**config.mk**
```make
export PLATFORM = sky130hd
export DESIGN_NAME = genbus_master
export DESIGN_NICKNAME = d
export VERILOG_FILES = /design/src/rtl/genbus_pkg.sv /design/src/rtl/genbus_wdog.sv /design/src/rtl/genbus_master.sv
export SDC_FILE = /design/constraint.sdc
export NUM_CORES = 1
export LEC_CHECK = 0
export ABC_CLOCK_PERIOD_IN_PS = 1800
export BUFFER_PORTS_ARGS = -buffer_cell sky130_fd_sc_hd__buf_2
export CELL_PAD_IN_SITES_DETAIL_PLACEMENT = 0
export CELL_PAD_IN_SITES_GLOBAL_PLACEMENT = 1
export CORE_MARGIN = 2
export CORE_UTILIZATION = 25
export CTS_CLUSTER_SIZE = 28
export DETAILED_ROUTE_END_ITERATION = 8
export HOLD_SLACK_MARGIN = 0.05
export PLACE_DENSITY_LB_ADDON = 0.12
export SETUP_SLACK_MARGIN = 0.4
export SYNTH_ARGS = -nofsm -noshare
export SYNTH_HDL_FRONTEND = slang
export SYNTH_SLANG_ARGS = --single-unit
```
**constraint.sdc**
```tcl
create_clock -name clk -period 1.8 [get_ports clk]
set_clock_uncertainty 0.15 [all_clocks]
set_input_delay 0.27 -clock clk [delete_from_list [all_inputs] [get_ports clk]]
set_output_delay 0.27 -clock clk [all_outputs]
set_load 0.01 [all_outputs]
```
**src/rtl/genbus_pkg.sv**
```systemverilog
// rtl/genbus_pkg.sv - shared FSM state, widths and byte-mask helper for the genbus master
package genbus_pkg;

  localparam int unsigned DATA_W = 16;
  localparam int unsigned BE_W   = 2;
  localparam int unsigned BYTE_W = 8;

  typedef enum logic [1:0] {
    ST_IDLE   = 2'd0,
    ST_ACCESS = 2'd1,
    ST_RESP   = 2'd2
  } state_e;

  // Expands byte enables into a data-width mask so disabled lanes read back as zero.
  function automatic logic [DATA_W-1:0] be_mask(input logic [BE_W-1:0] be);
    logic [DATA_W-1:0] m;
    for (int i = 0; i < BE_W; i++) begin
      m[i*BYTE_W +: BYTE_W] = {BYTE_W{be[i]}};
    end
    return m;
  endfunction

endpackage

```
**src/rtl/genbus_wdog.sv**
```systemverilog
// rtl/genbus_wdog.sv - wait-state counter that flags an access stuck longer than TIMEOUT cycles
module genbus_wdog #(
  parameter int unsigned TIMEOUT = 15
) (
  input  logic clk,
  input  logic rst,
  input  logic clr,
  input  logic ws,
  output logic expired
);

  localparam int unsigned CNT_W = (TIMEOUT == 0) ? 1 : $clog2(TIMEOUT + 1);
  localparam logic [CNT_W-1:0] CNT_MAX = '1;
  localparam logic [CNT_W-1:0] LIMIT   = CNT_W'(TIMEOUT);

  logic [CNT_W-1:0] cnt_q, cnt_d;

  // Saturating so a disabled timeout never wraps back into a false match.
  always_comb begin
    cnt_d = cnt_q;
    if (clr) begin
      cnt_d = '0;
    end else if (ws && (cnt_q != CNT_MAX)) begin
      cnt_d = cnt_q + CNT_W'(1);
    end
  end

  always_ff @(posedge clk) begin
    if (rst) begin
      cnt_q <= '0;
    end else begin
      cnt_q <= cnt_d;
    end
  end

  assign expired = (TIMEOUT != 0) && ws && (cnt_q == LIMIT);

endmodule

```
**src/rtl/genbus_master.sv**
```systemverilog
// rtl/genbus_master.sv - single-outstanding genbus master with wait states and timeout abort
module genbus_master
  import genbus_pkg::*;
#(
  parameter int unsigned TIMEOUT = 15,
  parameter int unsigned ADR_W   = 16
) (
  input  logic              clk,
  input  logic              rst,
  input  logic              cmd_valid,
  output logic              cmd_ready,
  input  logic              cmd_write,
  input  logic [ADR_W-1:0]  cmd_adr,
  input  logic [DATA_W-1:0] cmd_wdata,
  input  logic [BE_W-1:0]   cmd_be,
  output logic              rsp_valid,
  input  logic              rsp_ready,
  output logic [DATA_W-1:0] rsp_rdata,
  output logic              rsp_err,
  output logic [ADR_W-1:0]  adr,
  output logic [DATA_W-1:0] mdata,
  output logic [BE_W-1:0]   we,
  output logic [BE_W-1:0]   re,
  input  logic [DATA_W-1:0] sdata,
  input  logic              ws
);

  state_e            state_q, state_d;
  logic              wr_q, wr_d;
  logic [BE_W-1:0]   be_q, be_d;
  logic [ADR_W-1:0]  adr_q, adr_d;
  logic [DATA_W-1:0] mdata_q, mdata_d;
  logic [DATA_W-1:0] rdata_q, rdata_d;
  logic [BE_W-1:0]   we_q, we_d;
  logic [BE_W-1:0]   re_q, re_d;
  logic              err_q, err_d;
  logic              cmd_ready_q, cmd_ready_d;
  logic              rsp_valid_q, rsp_valid_d;
  logic              expired;

  genbus_wdog #(
    .TIMEOUT(TIMEOUT)
  ) u_wdog (
    .clk    (clk),
    .rst    (rst),
    .clr    (state_q != ST_ACCESS),
    .ws     (ws),
    .expired(expired)
  );

  always_ff @(posedge clk) begin
    if (rst) begin
      state_q     <= ST_IDLE;
      wr_q        <= 1'b0;
      be_q        <= '0;
      adr_q       <= '0;
      mdata_q     <= '0;
      rdata_q     <= '0;
      we_q        <= '0;
      re_q        <= '0;
      err_q       <= 1'b0;
      cmd_ready_q <= 1'b1;
      rsp_valid_q <= 1'b0;
    end else begin
      state_q     <= state_d;
      wr_q        <= wr_d;
      be_q        <= be_d;
      adr_q       <= adr_d;
      mdata_q     <= mdata_d;
      rdata_q     <= rdata_d;
      we_q        <= we_d;
      re_q        <= re_d;
      err_q       <= err_d;
      cmd_ready_q <= cmd_ready_d;
      rsp_valid_q <= rsp_valid_d;
    end
  end

  always_comb begin
    state_d = state_q;
    unique case (state_q)
      ST_IDLE:   if (cmd_valid) state_d = ST_ACCESS;
      ST_ACCESS: if (!ws || expired) state_d = ST_RESP;
      ST_RESP:   if (rsp_ready) state_d = ST_IDLE;
      default:   state_d = ST_IDLE;
    endcase
  end

  // Strobes are rebuilt every cycle from the latched command so they fall to zero on any exit.
  always_comb begin
    wr_d        = wr_q;
    be_d        = be_q;
    adr_d       = adr_q;
    mdata_d     = mdata_q;
    rdata_d     = rdata_q;
    err_d       = err_q;
    we_d        = '0;
    re_d        = '0;
    cmd_ready_d = (state_d == ST_IDLE);
    rsp_valid_d = (state_d == ST_RESP);
    unique case (state_q)
      ST_IDLE: begin
        if (cmd_valid) begin
          wr_d    = cmd_write;
          be_d    = cmd_be;
          adr_d   = cmd_adr;
          mdata_d = cmd_wdata;
          we_d    = cmd_write ? cmd_be : '0;
          re_d    = cmd_write ? '0 : cmd_be;
        end
      end
      ST_ACCESS: begin
        if (expired) begin
          rdata_d = '0;
          err_d   = 1'b1;
        end else if (ws) begin
          we_d = we_q;
          re_d = re_q;
        end else begin
          rdata_d = wr_q ? '0 : (sdata & be_mask(be_q));
          err_d   = 1'b0;
        end
      end
      ST_RESP: begin
        if (rsp_ready) begin
          rdata_d = '0;
          err_d   = 1'b0;
        end
      end
      default: ;
    endcase
  end

  assign cmd_ready = cmd_ready_q;
  assign rsp_valid = rsp_valid_q;
  assign rsp_rdata = rdata_q;
  assign rsp_err   = err_q;
  assign adr       = adr_q;
  assign mdata     = mdata_q;
  assign we        = we_q;
  assign re        = re_q;

endmodule

```
; ---- After elaboration in Yosys (flattened, before gate mapping)
; Index checks and enable logic that the tools add are counted.
[classes]
addsub = 1
eq_ne = 8
muxes = 21
bitwise_logic = 1
n_reduce_logical = 10
[op_table]
columns = operator, n
row1 = 16-bit two-way mux, 4
row2 = 16-bit case mux with 2 select lines, 1
row3 = 2-bit two-way mux, 9
row4 = 16-bit bitwise AND, 1
row5 = 2-bit case mux with 2 select lines, 2
row6 = 2-bit case mux with 3 select lines, 1
row7 = 4-bit by 1-bit adder with 4-bit output (second input constant), 1
row8 = 2-bit == test (second input constant), 2
row9 = 4-bit == test (second input constant), 1
row10 = 2-bit logical NOT, 2
row11 = 4-bit != test (second input constant), 1
row12 = 1-bit two-way mux, 3
row13 = 3-bit != test (second input constant), 1
row14 = 3-bit AND reduction, 1
row15 = 2-bit by 1-bit == test with 1-bit output (second input constant), 1
row16 = 1-bit logical AND, 2
row17 = 2-bit by 1-bit != test with 1-bit output (second input constant), 1
row18 = 2-bit != test (second input constant), 1
row19 = 1-bit case mux with 2 select lines, 1
row20 = 2-bit AND reduction, 1
row21 = 2-bit nonzero test, 1
row22 = 2-bit OR reduction, 1
row23 = 1-bit logical NOT, 1
row24 = 1-bit logical OR, 1
[word_totals]
ff_bits = 64
in_bits = 56
out_inout_bits = 55
word_cells = 53

; ---- Logic depth before layout (Yosys ltp)
[logic_depth]
word_depth = 6
ltp_mapped = 6
depth_no_buf = 4

; ---- Modules after synthesis
; A second synthesis with hierarchy kept.
[unflattened]
cells_unflattened = 284
hier_area_um2 = 2484.9
[by_module_without_submodules]
columns = mod, instances, cells_each, area_each_um2, seq_area_each_um2
row1 = genbus_master, 1, 261, 2293.4, 1201.2
row2 = genbus_wdog, 1, 23, 191.4, 80.1

; ---- Worst setup path after synthesis
; No wires, ideal clock.
[synth_path]
path_kind = register to register
start = register u_wdog.cnt_q[0]
end = register rdata_q[6] (netlist: rsp_rdata[6])
setup_time_ns = 0.120
arrival_ns = 1.401
t_required_ns = 1.530
path_slack_ns = 0.129
path_stages_with_launch = 7
n_path_buf = 2
period_less_slack_ns = 1.671
path_cell_list = dfxtp_1 > ha_1 > and3_1 > a211o_1 > buf_6 > buf_6 > mux2i_1
[synth_via]
elab_chain_len = 4
word_cells_on_any_way = 6
cone_classes = 2 x eq/ne / 2 x mux / 2 x reduce/logical
[synth_rtl]
columns = element, line
row1 = "start, declared", genbus_wdog.sv:16  ; logic [CNT_W-1:0] cnt_q, cnt_d;
row2 = "start signal, assigned", genbus_wdog.sv:32  ; cnt_q <= cnt_d;
row3 = 4-bit == test *, genbus_wdog.sv:36  ; assign expired = (TIMEOUT != 0) && ws && (cnt_q == LIMIT);
row4 = 1-bit logical AND *, genbus_wdog.sv:36
row5 = 3-bit != test (no line) or 16-bit two-way mux (tied branches), --
row6 = 3-bit AND reduction (no line) or 16-bit case mux with 2 select lines (tied branches), --
row7 = "end signal, assigned", genbus_master.sv:70  ; rdata_q <= rdata_d;
row8 = "end, declared", genbus_master.sv:33  ; logic [DATA_W-1:0] rdata_q, rdata_d;
; Every way passes the cells marked *; elsewhere a longest branch is shown, timed or not.
; A chain may end at the register's enable or synchronous reset.

; ---- Worst setup path after layout
[layout_path]
start = register u_wdog.cnt_q[1]
end = register err_q (netlist: rsp_err)
[layout_via]
elab_chain_len = 4
word_cells_on_any_way = 6
cone_classes = 2 x eq/ne / 2 x mux / 2 x reduce/logical
[layout_rtl]
columns = element, line
row1 = 4-bit == test *, genbus_wdog.sv:36
row2 = 1-bit logical AND *, genbus_wdog.sv:36
row3 = 3-bit != test (no line) or 1-bit two-way mux (tied branches), --
row4 = 3-bit AND reduction (no line) or 1-bit case mux with 2 select lines (tied branches), --
row5 = "end signal, assigned", genbus_master.sv:73  ; err_q <= err_d;
row6 = "end, declared", genbus_master.sv:36  ; logic err_q, err_d;
; Marked as above.

==> results by group <==
Power
  – Part of the power in registers: 0.499
  – P_leak: 1.68 nW
  – Pint: 0.00221 W
  – Total power: 0.00305 W
  – P_sw: 0.000840 W
  – Clock power frac: 0.334
  – Peak supply drop: 0.232 mV
  – Power density over cell area: 776 mW/mm2
  – Switching share of power: 0.275
  – Logic gate share of total power: 0.166

Timing
  – Total count of hold-check failures in the final report: 0
  – Final Max Slew Viols: 0
  – Max_slew headroom: 0.735
  – Tmin final: 1.60 ns
  – Setup TNS: 0 ns
  – Slew @ Worst Pin: 0.398 ns
  – Final period util: 0.888
  – Unrepaired setup endpoints after global routing: yes
  – Fmax: 0.626 GHz
  – Hold_ws: 0.0735 ns
  – Worst setup margin: 0.202 ns
  – Final Setup Violations: 0

Critical path
  – CP Max Fanout: 17
  – Setup crit end kind: register
  – Worst Path Class, Setup: register to register
  – CP max stage delay: 0.34 ns
  – Crit path cell chain: ha_4, and3_4, a211o_1, buf_12, o32ai_2
  – Top Family by Delay on Critical Path: compound AO/OA/AOI/OAI gates
  – Buffer and inverter count on the worst path: 1
  – R2R Setup Slk: 0.20 ns
  – Req. time, crit path: 1.90 ns
  – Arrival @ worst endpoint: 1.70 ns
  – Worst setup SP type: register
  – CP max-delay cell: dfxtp_2

Synth
  – Synthesized area: 0.00260 mm2
  – Syn Inst Count: 307
  – Post-synth ARST share: 0
  – Avg Inst Size Synth: 8.48 um2
  – EDFF count, synth: 0
  – Library cells used by synthesis: 31
  – Net Count, Synth: 364
  – Synth warnings: 0
  – Register area share after synthesis: 0.492
  – Combinational family with the most area after synthesis: simple AND/OR/NAND/NOR gates
  – Synth Area in Compound Gates: 0.116
  – Post-synthesis simple-gate area fraction: 0.277
  – Most numerous cell in the Yosys netlist: nand2_1
  – Synth top area share: 0.492
  – Ranking of synthesized cells by area: dfxtp_1, nand2_1, a21oi_1, mux2i_1, nand4b_1
  – Adder-cell share of the synthesized area: 0.00481
  – Post-synthesis mux area share: 0.0615
  – Commonest cells post-synth: nand2_1, dfxtp_1, a21oi_1, clkbuf_1, nand2b_1
  – Synth Register Bits: 64
  – Top_reg_cell synth: dfxtp_1
  – Xor-xnor portion of the synthesized cell area: 0
  – Dominant cell type by area after synthesis: dfxtp_1

Route
  – Wirelength per Cell: 14.3 um
  – Drt initial violations: 104
  – Routed vias/inst: 4.54
  – # DRC: 0
  – TritonRoute pass-1 iters: 4
  – Antenna-violating nets left: 0
  – Post-Route WL: 8480 um
  – Vias: 2690

Run
  – Maxcap violations: 0

Status
  – Status: finished, final reports clean

Clocking
  – Clock transition at path regs: 0.07 ns
  – Clk Latency, worst-skew pair: 0.33 ns
  – Clock sinks: 64
  – Maximum clock path buffer count: 2
  – Htree depth: 3
  – Root Buffer: clkbuf_8
  – Num CTS Buffers: 9
  – CTS tree: built

Cells and area
  – Fillers: 1075
  – Ant diodes: 0
  – Area Growth Syn to Fin: 51.2%
  – Proportion of layout cells with a drive suffix above 1: 0.336
  – Nets: 509

Global route
  – Largest net degree at the start of global routing: 40
  – Antenna violations before repair: 1
  – Vias in the first global route: 2567
  – First-pass GRT wire length: 12300 um
  – Grt total ovfl: 0
  – Total GRT Usage: 0.137

Place
  – Port Buffers: 110
  – Dpl ws: 0.201 ns
  – Dpl hpwl: 4840 um
  – GP Congestion: 0.748

Min path
  – Min-Delay Path Class: input pin to register

Die
  – Placeable Area: 0.0102 mm2
  – Die Height: 106 um
  – Die Area: 0.0112 mm2
  – Starting density of the core: 0.254
  – Top-Level Pins: 111
  – Site Rows: 37
  – Width of the die: 106 um
## per-layer routing
metal  part of all wire  GRT usage  wire, um  up-vias
met1               0.46      0.174      3920     1231
met2               0.45      0.222      3830      100
met5             0.0017          0        14        -
met4              0.018     0.0611       156        2
met3              0.066     0.0331       557       15
li1                   -          -         -     1342
## power groups by stage
stage	registers [W]	clock network, W	logic [W]
finish	0.00153	0.00102	0.000508
global placement	0.00155	0	0.000404
global route	0.00153	0.00113	0.000562
floorplan	0.00157	0	0.000221
CTS	0.00152	0.00107	0.000459
detailed placement	0.00155	0	0.000403
## sequential cells by signal, summed over array words and instances, names as in the netlist
| name | count |
|---|---|
| u_wdog.cnt_q | 4 |
| mdata | 16 |
| be_q | 2 |
| we | 2 |
| cmd_ready | 1 |
| rsp_rdata | 16 |
| state_q | 2 |
| re | 2 |
| rsp_err | 1 |
| adr | 16 |
| rsp_valid | 1 |
| wr_q | 1 |
## path summary, 6_finish.rpt
path / startpoint / end / depth (start not counted)
setup / recovery: u_wdog.cnt_q[1] / rsp_err / 5
hold / removal: cmd_be[1] / be_q[1] / 3
setup reg to reg: u_wdog.cnt_q[1] / rsp_err / 5
hold reg to reg: adr[5] / adr[5] / 2
## tightest hold or removal path, cell delays in order
cell and delay, ns:
buf_2 0.12, nand2_1 0.06, a21oi_1 0.05
## stage by stage
stage | util | cells | cell area (um2)
global route | 0.385 | 592 | 3940
detailed placement | 0.325 | 536 | 3330
floorplan | - | 307 | 2680
global placement | 0.325 | 536 | 3330
finish | 0.385 | 592 | 3940
CTS | 0.372 | 584 | 3810
## what timing repair did
action / 4_1_cts / 5_1_grt
gates resized for setup: 0 / 14
endpoints found under the setup margin: 53 / 62
setup buffers: 0 / 2
hold endpoints to repair: 33 / 0
cloned: 0 / 6
hold buffers: 33 / 0
pin swaps: 0 / 4
## area by class of cell
type | count | area [um2] | share of cell area
clock buffer | 10 | 128 | 0.0324
clock inverter | 5 | 25.0 | 0.00636
inverter | 3 | 11.3 | 0.00286
multi-input combinational | 219 | 1300 | 0.329
sequential | 64 | 1290 | 0.327
tap | 136 | 170 | 0.0432
timing repair buffer | 155 | 1020 | 0.258
## kinds of logic (layout without fill, tap and decap cells)
kind of cell               Yosys count  count (layout)
muxes                               16              16
and+or+nand+nor                    143             147
buffers and inverters               28             173
AOI/OAI and AO/OA                   55              55
DFF                                 64              64
adders and majority gates            1               1
## placed cells by master (no fill, tap or decap), types with 2 or more instances in the layout
| master | count |
|---|---|
| buf_12 | 2 |
| nor3b_1 | 2 |
| inv_1 | 3 |
| buf_2 | 110 |
| o311ai_0 | 2 |
| dfxtp_1 | 60 |
| nand2b_1 | 16 |
| nand3b_1 | 2 |
| a21oi_1 | 44 |
| dfxtp_2 | 3 |
| o21ai_0 | 3 |
| nand4_1 | 5 |
| nand4b_1 | 16 |
| buf_4 | 8 |
| clkbuf_8 | 9 |
| mux2i_1 | 16 |
| or3b_4 | 5 |
| nand3_1 | 6 |
| clkinv_2 | 5 |
| dlygate4sd3_1 | 33 |
| nand2_1 | 86 |
(Power assumes the default switching activity.)
